[src/rtl/util_switch_debounce.sv]
// Multi-channel switch debouncer: per-bit synchronizer chain, stable-mismatch counter, change pulses.
// Optional sticky change interrupt is built only when UTIL_SWITCH_DEBOUNCE_IRQ_EN is defined.
module util_switch_debounce #(
    parameter int WIDTH           = 16,
    parameter int SYNC_STAGES     = 2,
    parameter int DEBOUNCE_CYCLES = 1000000
) (
    input  logic             clk,
    input  logic             resetn,
    input  logic [WIDTH-1:0] sw_in,
    output logic [WIDTH-1:0] sw_out,
    output logic [WIDTH-1:0] sw_changed,
    output logic             irq,
    input  logic             irq_clr
);

    localparam int CNT_W = (DEBOUNCE_CYCLES > 1) ? $clog2(DEBOUNCE_CYCLES) : 1;
    localparam logic [CNT_W-1:0] TERM = CNT_W'(DEBOUNCE_CYCLES - 1);

    typedef enum logic {
        IDLE  = 1'b0,
        COUNT = 1'b1
    } state_e;

    logic [WIDTH-1:0] sync_q [SYNC_STAGES];
    logic [WIDTH-1:0] sync_d [SYNC_STAGES];
    logic [WIDTH-1:0] synced;

    state_e           state_q [WIDTH];
    state_e           state_d [WIDTH];
    logic [CNT_W-1:0] cnt_q   [WIDTH];
    logic [CNT_W-1:0] cnt_d   [WIDTH];

    logic [WIDTH-1:0] sw_out_q;
    logic [WIDTH-1:0] sw_out_d;
    logic [WIDTH-1:0] sw_changed_q;
    logic [WIDTH-1:0] sw_changed_d;

    always_comb begin
        sync_d[0] = sw_in;
        for (int s = 1; s < SYNC_STAGES; s++) begin
            sync_d[s] = sync_q[s-1];
        end
    end

    assign synced = sync_q[SYNC_STAGES-1];

    // Terminal count is checked before incrementing, so the counter never passes TERM.
    always_comb begin
        sw_out_d     = sw_out_q;
        sw_changed_d = '0;
        for (int i = 0; i < WIDTH; i++) begin
            state_d[i] = state_q[i];
            cnt_d[i]   = cnt_q[i];
            case (state_q[i])
                IDLE: begin
                    if (synced[i] != sw_out_q[i]) begin
                        state_d[i] = COUNT;
                        cnt_d[i]   = CNT_W'(1);
                    end else begin
                        cnt_d[i]   = '0;
                    end
                end
                COUNT: begin
                    if (synced[i] == sw_out_q[i]) begin
                        state_d[i] = IDLE;
                        cnt_d[i]   = '0;
                    end else if (cnt_q[i] == TERM) begin
                        state_d[i]      = IDLE;
                        cnt_d[i]        = '0;
                        sw_out_d[i]     = synced[i];
                        sw_changed_d[i] = 1'b1;
                    end else begin
                        cnt_d[i] = cnt_q[i] + CNT_W'(1);
                    end
                end
            endcase
        end
    end

    always_ff @(posedge clk or negedge resetn) begin
        if (!resetn) begin
            for (int s = 0; s < SYNC_STAGES; s++) begin
                sync_q[s] <= '0;
            end
            for (int i = 0; i < WIDTH; i++) begin
                state_q[i] <= IDLE;
                cnt_q[i]   <= '0;
            end
            sw_out_q     <= '0;
            sw_changed_q <= '0;
        end else begin
            for (int s = 0; s < SYNC_STAGES; s++) begin
                sync_q[s] <= sync_d[s];
            end
            for (int i = 0; i < WIDTH; i++) begin
                state_q[i] <= state_d[i];
                cnt_q[i]   <= cnt_d[i];
            end
            sw_out_q     <= sw_out_d;
            sw_changed_q <= sw_changed_d;
        end
    end

    assign sw_out     = sw_out_q;
    assign sw_changed = sw_changed_q;

`ifdef UTIL_SWITCH_DEBOUNCE_IRQ_EN
    logic irq_q;
    logic irq_d;

    // A new change pulse outranks a clear arriving in the same cycle.
    always_comb begin
        irq_d = irq_q;
        if (|sw_changed_q) begin
            irq_d = 1'b1;
        end else if (irq_clr) begin
            irq_d = 1'b0;
        end
    end

    always_ff @(posedge clk or negedge resetn) begin
        if (!resetn) begin
            irq_q <= 1'b0;
        end else begin
            irq_q <= irq_d;
        end
    end

    assign irq = irq_q;
`else
    logic unused_irq_clr;
    assign unused_irq_clr = irq_clr;
    assign irq            = 1'b0;
`endif

endmodule

[config.mk]
export PLATFORM = sky130hd
export DESIGN_NAME = util_switch_debounce
export DESIGN_NICKNAME = d
export VERILOG_FILES = /design/src/rtl/util_switch_debounce.sv
export SDC_FILE = /design/constraint.sdc
export NUM_CORES = 1
export LEC_CHECK = 0
export BUFFER_PORTS_ARGS = -buffer_cell sky130_fd_sc_hd__buf_2
export CAP_MARGIN = 20
export CORE_MARGIN = 8
export CORE_UTILIZATION = 57
export DETAILED_ROUTE_END_ITERATION = 8
export PLACE_DENSITY = 0.86
export SLEW_MARGIN = 20
export SYNTH_ARGS = -nofsm -noshare
export SYNTH_HDL_FRONTEND = slang
export SYNTH_SLANG_ARGS = --single-unit
[constraint.sdc]
create_clock -name clk -period 2.01 [get_ports clk]
set_clock_uncertainty 0.1 [all_clocks]
set_input_delay 0.603 -clock clk [delete_from_list [all_inputs] [get_ports clk]]
set_output_delay 0.603 -clock clk [all_outputs]
set_load 0.02 [all_outputs]
==> impl_summary.md <==
Floorplan
The x dimension of the die is 197 microns. The total die area is 39000 sq um. The number of primary I/O pins is 52.

The vertical die dimension is 197 microns. The core region is 32500 sq um. The effective utilization at floorplan is 0.578. The floorplan has 66 rows.

Timing
Setup violations remaining at the end of the flow were counted as 148. The smallest setup slack after layout is -0.234 ns. For this run, the top clock speed supported by timing is 446 MHz.

The max-slew violation count is 0. In this run the tightest slew margin relative to its limit is 0.630. The final-layout setup total negative slack is -19.98 ns. The final-layout worst hold slack is 0.0517 ns. The slew at the pin closest to its max-slew limit is 0.552 ns. The count of final hold-check violations came to 0. The post-route fraction of the period consumed by the critical path is 1.12. The final critical-path required period is 2.24 ns. Setup repair after global routing could not meet its margin everywhere.

CTS
The clock tree buffer depth is 3. Clock tree synthesis selected as its root buffer the cell sky130_fd_sc_hd__clkbuf_16. Counting the buffers created by CTS gives 42. The clock-pin transition on the worst setup and hold timing paths is 0.06 ns. The level count of the clock H-tree is 2. The TritonCTS clock tree is done.

The clock sink count is 400. The latest clock arrival within the worst-skew pair is 0.55 ns.

Synth
The register bit count reported by yosys is 400. Sorting the synthesized cells by area gives the leading types as sky130_fd_sc_hd__dfrtp_1 53%, sky130_fd_sc_hd__xor2_1 6.6%, sky130_fd_sc_hd__nor2_1 5.1%. Of the post-synthesis cell area, the dominant cell type holds 0.534. For this run, the leading register cell type out of synthesis is sky130_fd_sc_hd__dfrtp_1. The Yosys step of the flow raised 0 warnings. The number of nets in the synthesized netlist is 1868.

sky130_fd_sc_hd__dfrtp_1 takes more of the synthesized area than any other cell. The mean instance size in the synthesized netlist is 10.2 sq um. Synthesis produced 1833 cells. The count of flip-flops with a built-in enable after synthesis is 0. After synthesis, the most frequently instantiated cells are 400 x sky130_fd_sc_hd__dfrtp_1, 254 x sky130_fd_sc_hd__nor2_1, 141 x sky130_fd_sc_hd__xor2_1. The cell area after synthesis is 18800 sq um. The share of the yosys chip area belonging to registers is 0.534.

The number of different library cells in the post-synthesis netlist is 56. The fraction of registers with async set or reset after synthesis is 1.00. The most common cell in the synthesized netlist is sky130_fd_sc_hd__dfrtp_1.

Critical path
For this design, the slowest cell found on the critical path is sky130_fd_sc_hd__or4_4. The critical path data arrival time is 2.56 ns. The worst setup path category is flip-flop to flip-flop. Measured in cells, the most critical reg-to-reg path has a length of 6.

Walking the worst path, the cells encountered are or4_4, or4_4, buf_6, o21bai_4, buf_6, a21oi_2. The maximum fanout along the worst path is 5. The worst setup path is launched from a flip-flop.

The endpoint kind of the worst setup timing path is a flip-flop. The required arrival time at the worst endpoint is 2.33 ns. The largest single stage delay on the critical path is 0.53 ns.

Global routing
The wire length of the first global-routing pass is 71700 microns. The number of antenna violations at the first check in global routing is 0. The combined global-route utilization of all metal layers is 0.216. The via count of the first global-routing pass is 15359. The pin count of the biggest net entering global routing is 73. The leftover overflow at the end of global routing is 0.

Pwr
The leakage power summed over all cells is 9.79 nW. The part of the power in registers is 0.485. The switching power of the nets is 0.00373 W.

Internal power comes to 0.0132 W. The worst voltage drop across the vdd grid is 1060 uV. Of the total power, the clock network draws 0.476. The combinational cell fraction of total power is 0.039. The total power per unit cell area is 729 nW/um^2. The switching share of power is 0.220.

Routing
The initial DRC count is 1072. In this run the remaining antenna-violating nets after routing total 0. The total number of vias is 15163. The average wire per standard cell is 17.1 microns. In the routed layout, each cell is associated on average with a via count of 5.91. The DRC violation count after routing is 0. For this block, the routed nets add up to 43800 microns of wire. The number of iterations in the first detailed-routing pass is 5.

Finish
The post-synthesis to final-layout area growth is 24.0%. The number of diodes added for antenna fixing is 0. The net count reported at finish is 2125. In the final layout, the share of cells above drive strength 1 is 0.237.

Min path
The worst hold path belongs to the class input port to flip-flop. Along the worst hold path, the cell count comes to 1.

Status
The final reports fail on negative setup slack. The run finished, with violations left.

Placement
The routability-driven placement congestion ratio is 0.839. The number of input and output port buffers inserted is 49. The post-detailed-placement half-perimeter wirelength is 26600 microns.

Job
The number of max-cap violations is 0.
final cells by class:
cell class,count,area [sq um]
flip-flops and latches,400,10000
well taps,442,553
fillers,2070,9200
clock inverters,14,174
inverters,52,195
repair buffers,267,2180
clock buffers,62,1290
multi-input cells,1327,8860
placed cells by master, fill, tap and decap left out, types with 5 or more instances in the layout:
| cell | instances |
|---|---|
| sky130_fd_sc_hd__o21bai_1 | 14 |
| sky130_fd_sc_hd__nand3_1 | 85 |
| sky130_fd_sc_hd__o21bai_2 | 5 |
| sky130_fd_sc_hd__or2_2 | 7 |
| sky130_fd_sc_hd__o21ai_0 | 48 |
| sky130_fd_sc_hd__xnor2_1 | 76 |
| sky130_fd_sc_hd__nor3_1 | 27 |
| sky130_fd_sc_hd__clkbuf_1 | 5 |
| sky130_fd_sc_hd__nor3_4 | 8 |
| sky130_fd_sc_hd__clkinv_2 | 7 |
| sky130_fd_sc_hd__buf_4 | 179 |
| sky130_fd_sc_hd__buf_2 | 48 |
| sky130_fd_sc_hd__or3_1 | 49 |
| sky130_fd_sc_hd__a21oi_1 | 77 |
| sky130_fd_sc_hd__and4_1 | 37 |
| sky130_fd_sc_hd__dfrtp_1 | 398 |
| sky130_fd_sc_hd__and2_1 | 19 |
| sky130_fd_sc_hd__clkbuf_8 | 14 |
| sky130_fd_sc_hd__ha_1 | 14 |
| sky130_fd_sc_hd__nand2b_1 | 10 |
| sky130_fd_sc_hd__or4_4 | 12 |
| sky130_fd_sc_hd__nand4_1 | 99 |
| sky130_fd_sc_hd__mux2_2 | 9 |
| sky130_fd_sc_hd__buf_12 | 14 |
| sky130_fd_sc_hd__o31ai_1 | 37 |
| sky130_fd_sc_hd__clkbuf_16 | 43 |
| sky130_fd_sc_hd__nor2_1 | 208 |
| sky130_fd_sc_hd__nor4_1 | 23 |
| sky130_fd_sc_hd__nor2_4 | 6 |
| sky130_fd_sc_hd__buf_6 | 23 |
| sky130_fd_sc_hd__xor2_1 | 141 |
| sky130_fd_sc_hd__inv_1 | 52 |
| sky130_fd_sc_hd__or4_1 | 42 |
| sky130_fd_sc_hd__mux2_4 | 7 |
| sky130_fd_sc_hd__nor3_2 | 5 |
| sky130_fd_sc_hd__a21oi_2 | 25 |
| sky130_fd_sc_hd__and3_1 | 28 |
| sky130_fd_sc_hd__nor2_2 | 40 |
| sky130_fd_sc_hd__nand2_1 | 101 |
path summary, 6_finish.rpt:
kind | end | from | slack, ns
worst min register to register | synced[6] | sync_d[6] | 0.25
min in group asynchronous | cnt_q[257] | resetn | 0.39
worst max-delay path | cnt_q[298] | cnt_q[291] | -0.23
worst min-delay path | sync_d[1] | sw_in[1] | 0.05
max in group asynchronous | sync_d[12] | resetn | 0.71
worst max register to register | cnt_q[298] | cnt_q[291] | -0.23
sequential cells by signal, summed over array words and instances, names as in the netlist:
signal / cells
sw_changed: 16
state_q: 16
sync_d: 16
cnt_q: 320
sw_out: 16
synced: 16
power groups by stage:
stage	Combinational, W	Clock [W]	Sequential, W
after floorplan	0.000248	0	0.00834
after global routing	0.000738	0.00854	0.00822
final	0.000662	0.00807	0.00821
after CTS	0.000638	0.00819	0.00821
after global placement	0.000561	0	0.00835
after detailed placement	0.000584	0	0.00836
metal layers:
| layer | GRT usage | vias up | routed length (microns) |
|---|---|---|---|
| met3 | 0.0341 | 109 | 2040 |
| met1 | 0.267 | 7595 | 17800 |
| met4 | 0.0641 | 0 | 1150 |
| met2 | 0.388 | 426 | 22800 |
| met5 | 0 | - | 0 |
| li1 | - | 7033 | - |
kinds of logic after synthesis:
kind of cell / Yosys count / synth area share
fa+ha+maj: 16 / 0.0107
xor+xnor: 217 / 0.101
simple gates: 856 / 0.248
buf+inv: 106 / 0.0241
flops: 400 / 0.534
mux: 16 / 0.00960
other cells: 1 / 0.000200
compound gates: 221 / 0.0720
metrics by stage:
stage,setup WS [ns],cells,utilization,instance area (sq um),power [W]
floorplan,-0.178,1833,-,18900,0.00859
global placement,-0.178,2451,0.645,20900,0.00891
detailed placement,-0.213,2451,0.645,20900,0.00894
CTS,-0.188,2545,0.703,22800,0.0170
global route,-0.281,2564,0.717,23300,0.0175
finish,-0.234,2564,0.717,23300,0.0169
worst max-delay path: cells and delay by family (launching register included):
family          cells  cell delay (ns)
simple gates        2             1.06
buf+inv             2             0.33
flops               1             0.39
compound gates      2             0.23
what timing repair did:
action,4_1_cts,5_1_grt
hold buffers,1,0
pin swaps,18,30
buffers inserted,12,19
cloned,5,3
resized for setup,70,88
endpoints found under the setup margin,147,227
endpoints found under the hold margin,8,0
(Power assumes the default switching activity.)
